--- config.mk ---
export PLATFORM = sky130hd
export DESIGN_NAME = mux_4_1_rr_arbiter_flat
export DESIGN_NICKNAME = d
export VERILOG_FILES = /design/src/rtl/mux_4_1_rr_arbiter_if.sv /design/src/rtl/mux_4_1_rr_arbiter.sv /design/src/flat_wrapper.sv
export SDC_FILE = /design/constraint.sdc
export NUM_CORES = 1
export LEC_CHECK = 0
export BUFFER_PORTS_ARGS = -buffer_cell sky130_fd_sc_hd__buf_2
export CAP_MARGIN = 20
export CORE_MARGIN = 2
export CORE_UTILIZATION = 35
export CTS_CLUSTER_DIAMETER = 40
export DETAILED_ROUTE_END_ITERATION = 8
export PLACE_DENSITY = 0.59
export SLEW_MARGIN = 10
export SYNTH_ARGS = -nofsm -noshare
export SYNTH_HDL_FRONTEND = slang
export SYNTH_SLANG_ARGS = --single-unit
--- constraint.sdc ---
create_clock -name clk -period 1.5 [get_ports clk]
set_input_delay 0.225 -clock clk [delete_from_list [all_inputs] [get_ports clk]]
set_output_delay 0.225 -clock clk [all_outputs]
set_load 0.005 [all_outputs]
--- src/rtl/mux_4_1_rr_arbiter_if.sv ---
// Request/data bundle between four requesters and the 4:1 round-robin arbiter.
// master: requester side (drives req and lane data, observes grant and routed data)
// slave:  arbiter side (samples req and lane data, drives gnt, S, busy and Y)
interface mux_4_1_rr_arbiter_if #(
   parameter int WIDTH = 1
);
   logic [3:0]         req;
   logic [4*WIDTH-1:0] I;
   logic [3:0]         gnt;
   logic [1:0]         S;
   logic               busy;
   logic [WIDTH-1:0]   Y;

   modport master (
      output req,
      output I,
      input  gnt,
      input  S,
      input  busy,
      input  Y
   );

   modport slave (
      input  req,
      input  I,
      output gnt,
      output S,
      output busy,
      output Y
   );
endinterface

--- src/rtl/mux_4_1_rr_arbiter.sv ---
// Round-robin arbiter and select controller for a shared 4:1 multiplexer.
// Four requesters compete for one output lane. The winner gets a registered
// one-hot grant and mux select, and its lane data is routed combinationally to Y.
// The search for a winner starts at a rotating pointer that moves to one past
// each new winner, so simultaneous requests are served in turn.
// Optional feature macro: ARB_TIMEOUT_EN. When defined, an owner that has held
// the lane for MAX_HOLD cycles is preempted if another requester is waiting.
// Without it an owner keeps the lane until its own req drops.
module mux_4_1_rr_arbiter #(
   parameter int WIDTH    = 1,
   parameter int MAX_HOLD = 8
) (
   input logic                 clk,
   input logic                 rst,
   mux_4_1_rr_arbiter_if.slave bus
);

   typedef enum logic {
      IDLE,
      GRANT
   } state_t;

   // The hold limit is kept to a range the 8-bit saturating counter can reach.
   if (MAX_HOLD < 2 || MAX_HOLD > 255) begin : g_bad_max_hold
      $error("mux_4_1_rr_arbiter: MAX_HOLD must be in 2..255");
   end

   state_t     state;
   logic [3:0] gnt_q;
   logic [1:0] sel_q;
   logic       busy_q;
   logic [1:0] ptr;

   logic [3:0] cand_mask;
   logic [2:0] cand_pick;
   logic       cand_found;
   logic [1:0] cand_idx;
   logic       owner_req;
   logic       take_grant;
   logic       go_idle;
   logic       preempt;

`ifdef ARB_TIMEOUT_EN
   localparam logic [7:0] HOLD_LIMIT = 8'(MAX_HOLD);
   logic [7:0] hold;
`endif

   // Returns {found, index} of the first set bit of mask, scanning from start
   // upward with wrap. Scanning backwards lets the closest position win last.
   function automatic logic [2:0] rr_pick(input logic [3:0] mask,
                                          input logic [1:0] start);
      logic [2:0] result;
      logic [1:0] idx;
      result = 3'b000;
      for (int k = 3; k >= 0; k--) begin
         idx = start + 2'(k);
         if (mask[idx]) begin
            result = {1'b1, idx};
         end
      end
      return result;
   endfunction

   // Candidate search: every requester except the current owner competes from ptr.
   // When idle gnt_q is zero, so all requests compete.
   always_comb begin
      cand_mask  = bus.req & ~gnt_q;
      cand_pick  = rr_pick(cand_mask, ptr);
      cand_found = cand_pick[2];
      cand_idx   = cand_pick[1:0];
      owner_req  = bus.req[sel_q];
   end

   // Decide whether this edge hands out a new grant or returns to idle.
   always_comb begin
      preempt = 1'b0;
`ifdef ARB_TIMEOUT_EN
      preempt = owner_req && (hold >= HOLD_LIMIT);
`endif
      take_grant = 1'b0;
      go_idle    = 1'b0;
      case (state)
         IDLE: begin
            take_grant = cand_found;
         end
         GRANT: begin
            take_grant = cand_found && (!owner_req || preempt);
            go_idle    = !owner_req && !cand_found;
         end
         default: begin
            go_idle = 1'b1;
         end
      endcase
   end

   // Arbiter state machine: all outputs and the rotation pointer are registered here.
   always_ff @(posedge clk or posedge rst) begin
      if (rst) begin
         state  <= IDLE;
         gnt_q  <= 4'b0000;
         sel_q  <= 2'b00;
         busy_q <= 1'b0;
         ptr    <= 2'd0;
`ifdef ARB_TIMEOUT_EN
         hold   <= 8'd0;
`endif
      end else if (take_grant) begin
         state  <= GRANT;
         gnt_q  <= 4'b0001 << cand_idx;
         sel_q  <= cand_idx;
         busy_q <= 1'b1;
         ptr    <= cand_idx + 2'd1;
`ifdef ARB_TIMEOUT_EN
         hold   <= 8'd1;
`endif
      end else if (go_idle) begin
         state  <= IDLE;
         gnt_q  <= 4'b0000;
         busy_q <= 1'b0;
`ifdef ARB_TIMEOUT_EN
         hold   <= 8'd0;
`endif
      end else begin
`ifdef ARB_TIMEOUT_EN
         if (state == GRANT && hold != 8'hFF) begin
            hold <= hold + 8'd1;
         end
`endif
      end
   end

   // Output lane mux: the selected lane passes straight through while busy.
   always_comb begin
      bus.Y = '0;
      for (int i = 0; i < 4; i++) begin
         if (busy_q && sel_q == 2'(i)) begin
            bus.Y = bus.I[i*WIDTH +: WIDTH];
         end
      end
   end

   assign bus.gnt  = gnt_q;
   assign bus.S    = sel_q;
   assign bus.busy = busy_q;

   // Structural invariants of the grant outputs.
   a_gnt_onehot0 : assert property (@(posedge clk) disable iff (rst)
      $onehot0(gnt_q));
   a_gnt_matches_sel : assert property (@(posedge clk) disable iff (rst)
      busy_q |-> gnt_q[sel_q]);
   a_busy_matches_gnt : assert property (@(posedge clk) disable iff (rst)
      busy_q == (gnt_q != 4'b0000));

endmodule

--- src/flat_wrapper.sv ---
// flat-port wrapper written by rule: the top's interface ports become plain ports
module mux_4_1_rr_arbiter_flat 
#(
   parameter int WIDTH    = 1,
   parameter int MAX_HOLD = 8
)
  (clk, rst, bus_req, bus_I, bus_gnt, bus_S, bus_busy, bus_Y);
  mux_4_1_rr_arbiter_if #(.WIDTH(WIDTH)) bus_i ();
  input logic clk;
  input logic rst;
  input wire logic [$bits(bus_i.req)-1:0] bus_req;
  input wire logic [$bits(bus_i.I)-1:0] bus_I;
  output wire logic [$bits(bus_i.gnt)-1:0] bus_gnt;
  output wire logic [$bits(bus_i.S)-1:0] bus_S;
  output wire logic [$bits(bus_i.busy)-1:0] bus_busy;
  output wire logic [$bits(bus_i.Y)-1:0] bus_Y;
  assign bus_i.req = bus_req;
  assign bus_i.I = bus_I;
  assign bus_gnt = bus_i.gnt;
  assign bus_S = bus_i.S;
  assign bus_busy = bus_i.busy;
  assign bus_Y = bus_i.Y;
  mux_4_1_rr_arbiter #(.WIDTH(WIDTH), .MAX_HOLD(MAX_HOLD)) u_core (.clk(clk), .rst(rst), .bus(bus_i));
endmodule
After elaboration in Yosys (flattened, before gate mapping)
Index checks and enable logic that the tools add are counted.

Flip-flop bits (word level): 9. Input bits: 10. Output and inout port bits: 8.

Add/sub/neg operators: 4. Order comparisons: 5. Equality and inequality tests: 3. Shifts and indexed selects: 1. Mux-type cells: 24. Bitwise gates (word level): 3. Reduce and logical (&&, ||, !) cells: 10.

Operators with widths (number): less-than comparator 2 x 3 -> 1 bit, second input constant (5); two-way mux 1 bit (12); two-way mux 3 bit (4); binary-select mux 1 bit (select 2 bit) (5); two-way mux 4 bit (2); logical AND 1 bit (6); adder 2 x 1 -> 2 bit, second input constant (2); adder 2 bit, second input constant (2); bitwise AND 4 bit (1); == test 2 bit, second input constant (2); NOT 4 bit (1); left shift 1 x 2 -> 4 bit, first input constant (1); == test 2 x 1 -> 1 bit, second input constant (1); logical NOT 1 bit (2); logical NOT 2 bit (1); one-hot mux 1 bit (2 select lines) (1); nonzero test 2 bit (1); NOT 1 bit (1).

Depth between registers and ports, before layout
Word-level depth: 13. Gate-level depth with buffers: 5. Mapped depth without buffers: 5.

Worst setup path before layout
Ideal clock, no wire load.

Path kind: register -> register. From: register u_core.sel_q[0] (netlist: u_core.bus.S[0]). To: register u_core.sel_q[1] (netlist: u_core.bus.S[1]). Setup time: 125 ps. Arrival time: 1461 ps. Data required time: 1375 ps. Slack: -86 ps. Cell stages (with the launch flop): 5. Clock period less this slack: 1586 ps. Cell sequence: dfrtp_1 -> mux4_2 -> nand2_2 -> nand2_8 -> mux2_4.

Cells in the longest elaborated chain, start to end: 5.

RTL lines: from (decl) (line mux_4_1_rr_arbiter.sv:30) `logic [1:0] sel_q;`; from (signal assigned) (line mux_4_1_rr_arbiter.sv:110) `sel_q <= cand_idx;`; binary-select mux 1 bit (select 2 bit) (line mux_4_1_rr_arbiter.sv:71) `owner_req = bus.req[sel_q];`; two-way mux 1 bit (implied by the code) (line mux_4_1_rr_arbiter.sv:71); logical NOT 1 bit (line mux_4_1_rr_arbiter.sv:87) `take_grant = cand_found && (!owner_req || preempt);`; logical AND 1 bit (line mux_4_1_rr_arbiter.sv:87); one-hot mux 1 bit (2 select lines) (line mux_4_1_rr_arbiter.sv:82) `case (state)`.

Every way passes these cells. The select of a mux whose other input is x is not followed. A chain may end at the register's enable or synchronous reset.

Worst setup path in the final report
From: register u_core.sel_q[0] (netlist: u_core.bus.S[0]). To: output port bus_Y.

Cells in the longest elaborated chain, start to end: 6. Elaborated cells on any way between the ends: 12.

RTL lines: logical NOT 2 bit (line mux_4_1_rr_arbiter.sv:136) `if (busy_q && sel_q == 2'(i)) begin`; logical AND 1 bit (line mux_4_1_rr_arbiter.sv:136); two-way mux 1 bit (3 in a row) (line mux_4_1_rr_arbiter.sv:136); two-way mux 1 bit (*) (line mux_4_1_rr_arbiter.sv:136); to (decl) (line flat_wrapper.sv:16) `output wire logic [$bits(bus_i.Y)-1:0] bus_Y;`.

Every way passes the cells marked *; elsewhere a longest branch is shown, timed or not.

==> metrics.md <==
| Metric | Value |
|---|---|
| Hold Crit Class | `primary input to asynchronous set/reset pin` |
| Logic pwr share | `61.0%` |
| Most frequent cells in the layout | `buf_2 (17), buf_4 (12), dfrtp_1 (9), nand2_1 (4)` |
| Die footprint | `1890 um2` |
| Pwr Density | `2030 nW/um2` |
| Yosys warns | `0` |
| Initial antenna violation count | `0` |
| First-pass GRT wire length | `2370 um` |
| I/O pin total | `18` |
| Fmax | `591 MHz` |
| Detailed Route Iter0 Violations | `6` |
| Synth unique cells | `27` |
| Max Cap Viol | `0` |
| Final GP Congestion | `0.820` |
| PnR Total Power | `1.66 mW` |
| CTS Buf Count | `3` |
| Setup ws final | `-193 ps` |
| CTS tree | `built` |
| Critical Path AT | `1470 ps` |
| Clock share of power | `11.5%` |
| GRT overflow | `0` |
| Layout Skew | `3.04 ps` |
| Setup TNS | `-493 ps` |
| Final Setup Violations | `8` |
| Setup crit end kind | `output pin` |
| RSZ-0062 raised after global routing | `true` |
| Sequential area share after synthesis | `41.3%` |
| Total track usage | `17.4%` |
| Tcrit/Tclk final | `113%` |
| Seq pwr share | `27.5%` |
| Least-Margin Pin Slew | `334 ps` |
| Failing checks | `negative setup slack` |
| Placed insts | `91` |
| Top area cells in the synthesized netlist | `dfrtp_1 (41%), mux4_2 (8.3%), nand2_8 (3.7%)` |
| Post-route minimum period | `1690 ps` |
| Seq cells post-synth | `9` |
| Post-synth EDFFs | `0` |
| H-tree levels | `1` |
| Final non-filler cell total | `99` |
| Mapped Area | `546 um2` |
| Asr flop ratio synth | `100%` |
| Core ar. | `1490 um2` |
| Final wirelength | `1330 um` |
| Antenna viol nets, final | `0` |
| Synth Instances | `48` |
| Synthesized Nets | `58` |
| Synth top area share | `41.3%` |
| Pin count of the biggest net entering global routing | `10` |
| Startpoint types | `register` |
| Clock buffer depth | `2` |
| Net Sw Power | `0.653 mW` |
| Worst skew pair latency | `260 ps` |
| WS Path Type | `register to output pin` |
| Worst VDD drop | `924 uV` |
| Internal | `1.01 mW` |
| Die height | `43.5 um` |
| Via count | `486` |
| Sw Ratio | `39.4%` |
| CTS root buf | `clkbuf_4` |
| Slew Limit Fails | `0` |
| Final Hold Fails | `0` |
| HPWL Detailed | `1060 um` |
| CTS clock-pin slew for the worst setup and hold paths | `60 ps` |
| Hold Slack | `461 ps` |
| Core Rows | `14` |
| Diode count | `0` |
| Starting Density | `36.6%` |
| Layout Utilization | `54.9%` |
| Status | `complete, but fails checks` |
| Final #Nets | `94` |
| Crit Path Max Fanout | `2` |
| Critical Path RT | `1270 ps` |
| Port Buffers | `17` |
| TritonRoute pass-1 iters | `3` |
| Die X | `43.5 um` |
| Share of layout cells above drive strength 1 | `57.8%` |
| Via density | `4.91` |
| Static leakage | `0.398 nW` |
| Layout fillers | `143` |
| Predominant post-synthesis flop cell | `dfrtp_1` |
| Vias in the first global route | `546` |
| Syn_area_per_cell | `11.4 um2` |
| Largest area contributor in the netlist | `dfrtp_1` |
| Area delta synth->final | `49.8%` |
| Most common cell after layout, fill and taps aside | `buf_2` |
| DR WL/cell | `13.5 um` |
| Clock Sink Count | `9` |
| Drt drc | `0` |
| Rel. slew slack | `77.7%` |
==> kinds of logic after synthesis <==
logic type | after synthesis | synth area share (%)
AOI/OAI and AO/OA | 13 | 18.1
xor gates and xnor gates | 1 | 1.61
buffers and inverters | 1 | 0.687
DFF | 9 | 41.3
muxes | 4 | 12.8
and+or+nand+nor | 20 | 25.5
==> per-layer routing <==
layer | GRT usage (%) | routed length, um
met5 | 0 | 0
met4 | 5.45 | 0
met3 | 6.25 | 93
met2 | 28.7 | 652
met1 | 21.4 | 588
==> metrics by stage <==
step           setup slack (ps)  area [um2]
6_report                   -193         817
5_1_grt                    -264         817
4_1_cts                    -206         798
3_5_place_dp               -121         731
3_3_place_gp              -98.3         731
2_1_floorplan             -53.2         551
==> timing repair <==
action                                 CTS  global route
resized for setup                        2             5
endpoints found under the hold margin    9             0
setup endpoints to repair                6             9
buffers inserted                         3             0
pin swaps                                2             2
hold buffers                             1             0
==> registers in the layout, summed over array words and instances (netlist names) <==
signal           cells
u_core.bus.S         2
u_core.bus.busy      1
u_core.bus.gnt       4
u_core.ptr           2
==> final timing paths <==
kind	start	slack, ps	cells after the start	end
setup / recovery	u_core.bus.S[0]$_DFFE_PP0P_	-190	4	bus_Y
hold / removal	rst	460	3	u_core.bus.S[1]$_DFFE_PP0P_
setup reg to reg	u_core.bus.S[0]$_DFFE_PP0P_	-120	5	u_core.bus.S[1]$_DFFE_PP0P_
hold reg to reg	u_core.ptr[0]$_DFFE_PP0P_	580	2	u_core.ptr[0]$_DFFE_PP0P_
max in group asynchronous	rst	790	3	u_core.bus.gnt[1]$_DFFE_PP0P_
min in group clk	bus_req[0]	520	4	u_core.bus.busy$_DFFE_PP0P_
==> Yosys cell counts, types with 2 or more instances <==
master,count
a21boi_0,2
a22o_1,2
dfrtp_1,9
mux4_2,2
nand2_1,4
nand2b_1,3
nor2_1,2
nor2b_1,3
o21ai_0,3
==> power by group through the flow <==
| stage | combinational (mW) | clock (mW) | sequential, mW |
|---|---|---|---|
| floorplan | 0.547 | 0 | 0.456 |
| global placement | 0.869 | 0 | 0.459 |
| detailed placement | 0.882 | 0 | 0.462 |
| CTS | 0.977 | 0.198 | 0.452 |
| global route | 1.12 | 0.211 | 0.476 |
| finish | 1.01 | 0.191 | 0.457 |
==> final cells by class <==
type | count | area (um2) | area share [%]
tap | 16 | 20.0 | 2.45
multi-input combinational | 38 | 345 | 42.3
sequential | 9 | 225 | 27.6
inverter | 1 | 3.75 | 0.459
clock buffer | 4 | 26.3 | 3.22
timing repair buffer | 31 | 196 | 24.0
==> worst max-delay path, stage by stage, from the launching register on <==
cell and delay, ps:
dfrtp_1 360, buf_6 110, mux4_2 480, and2_1 140, buf_2 120
Note: power is estimated with default switching activity, not from simulation.
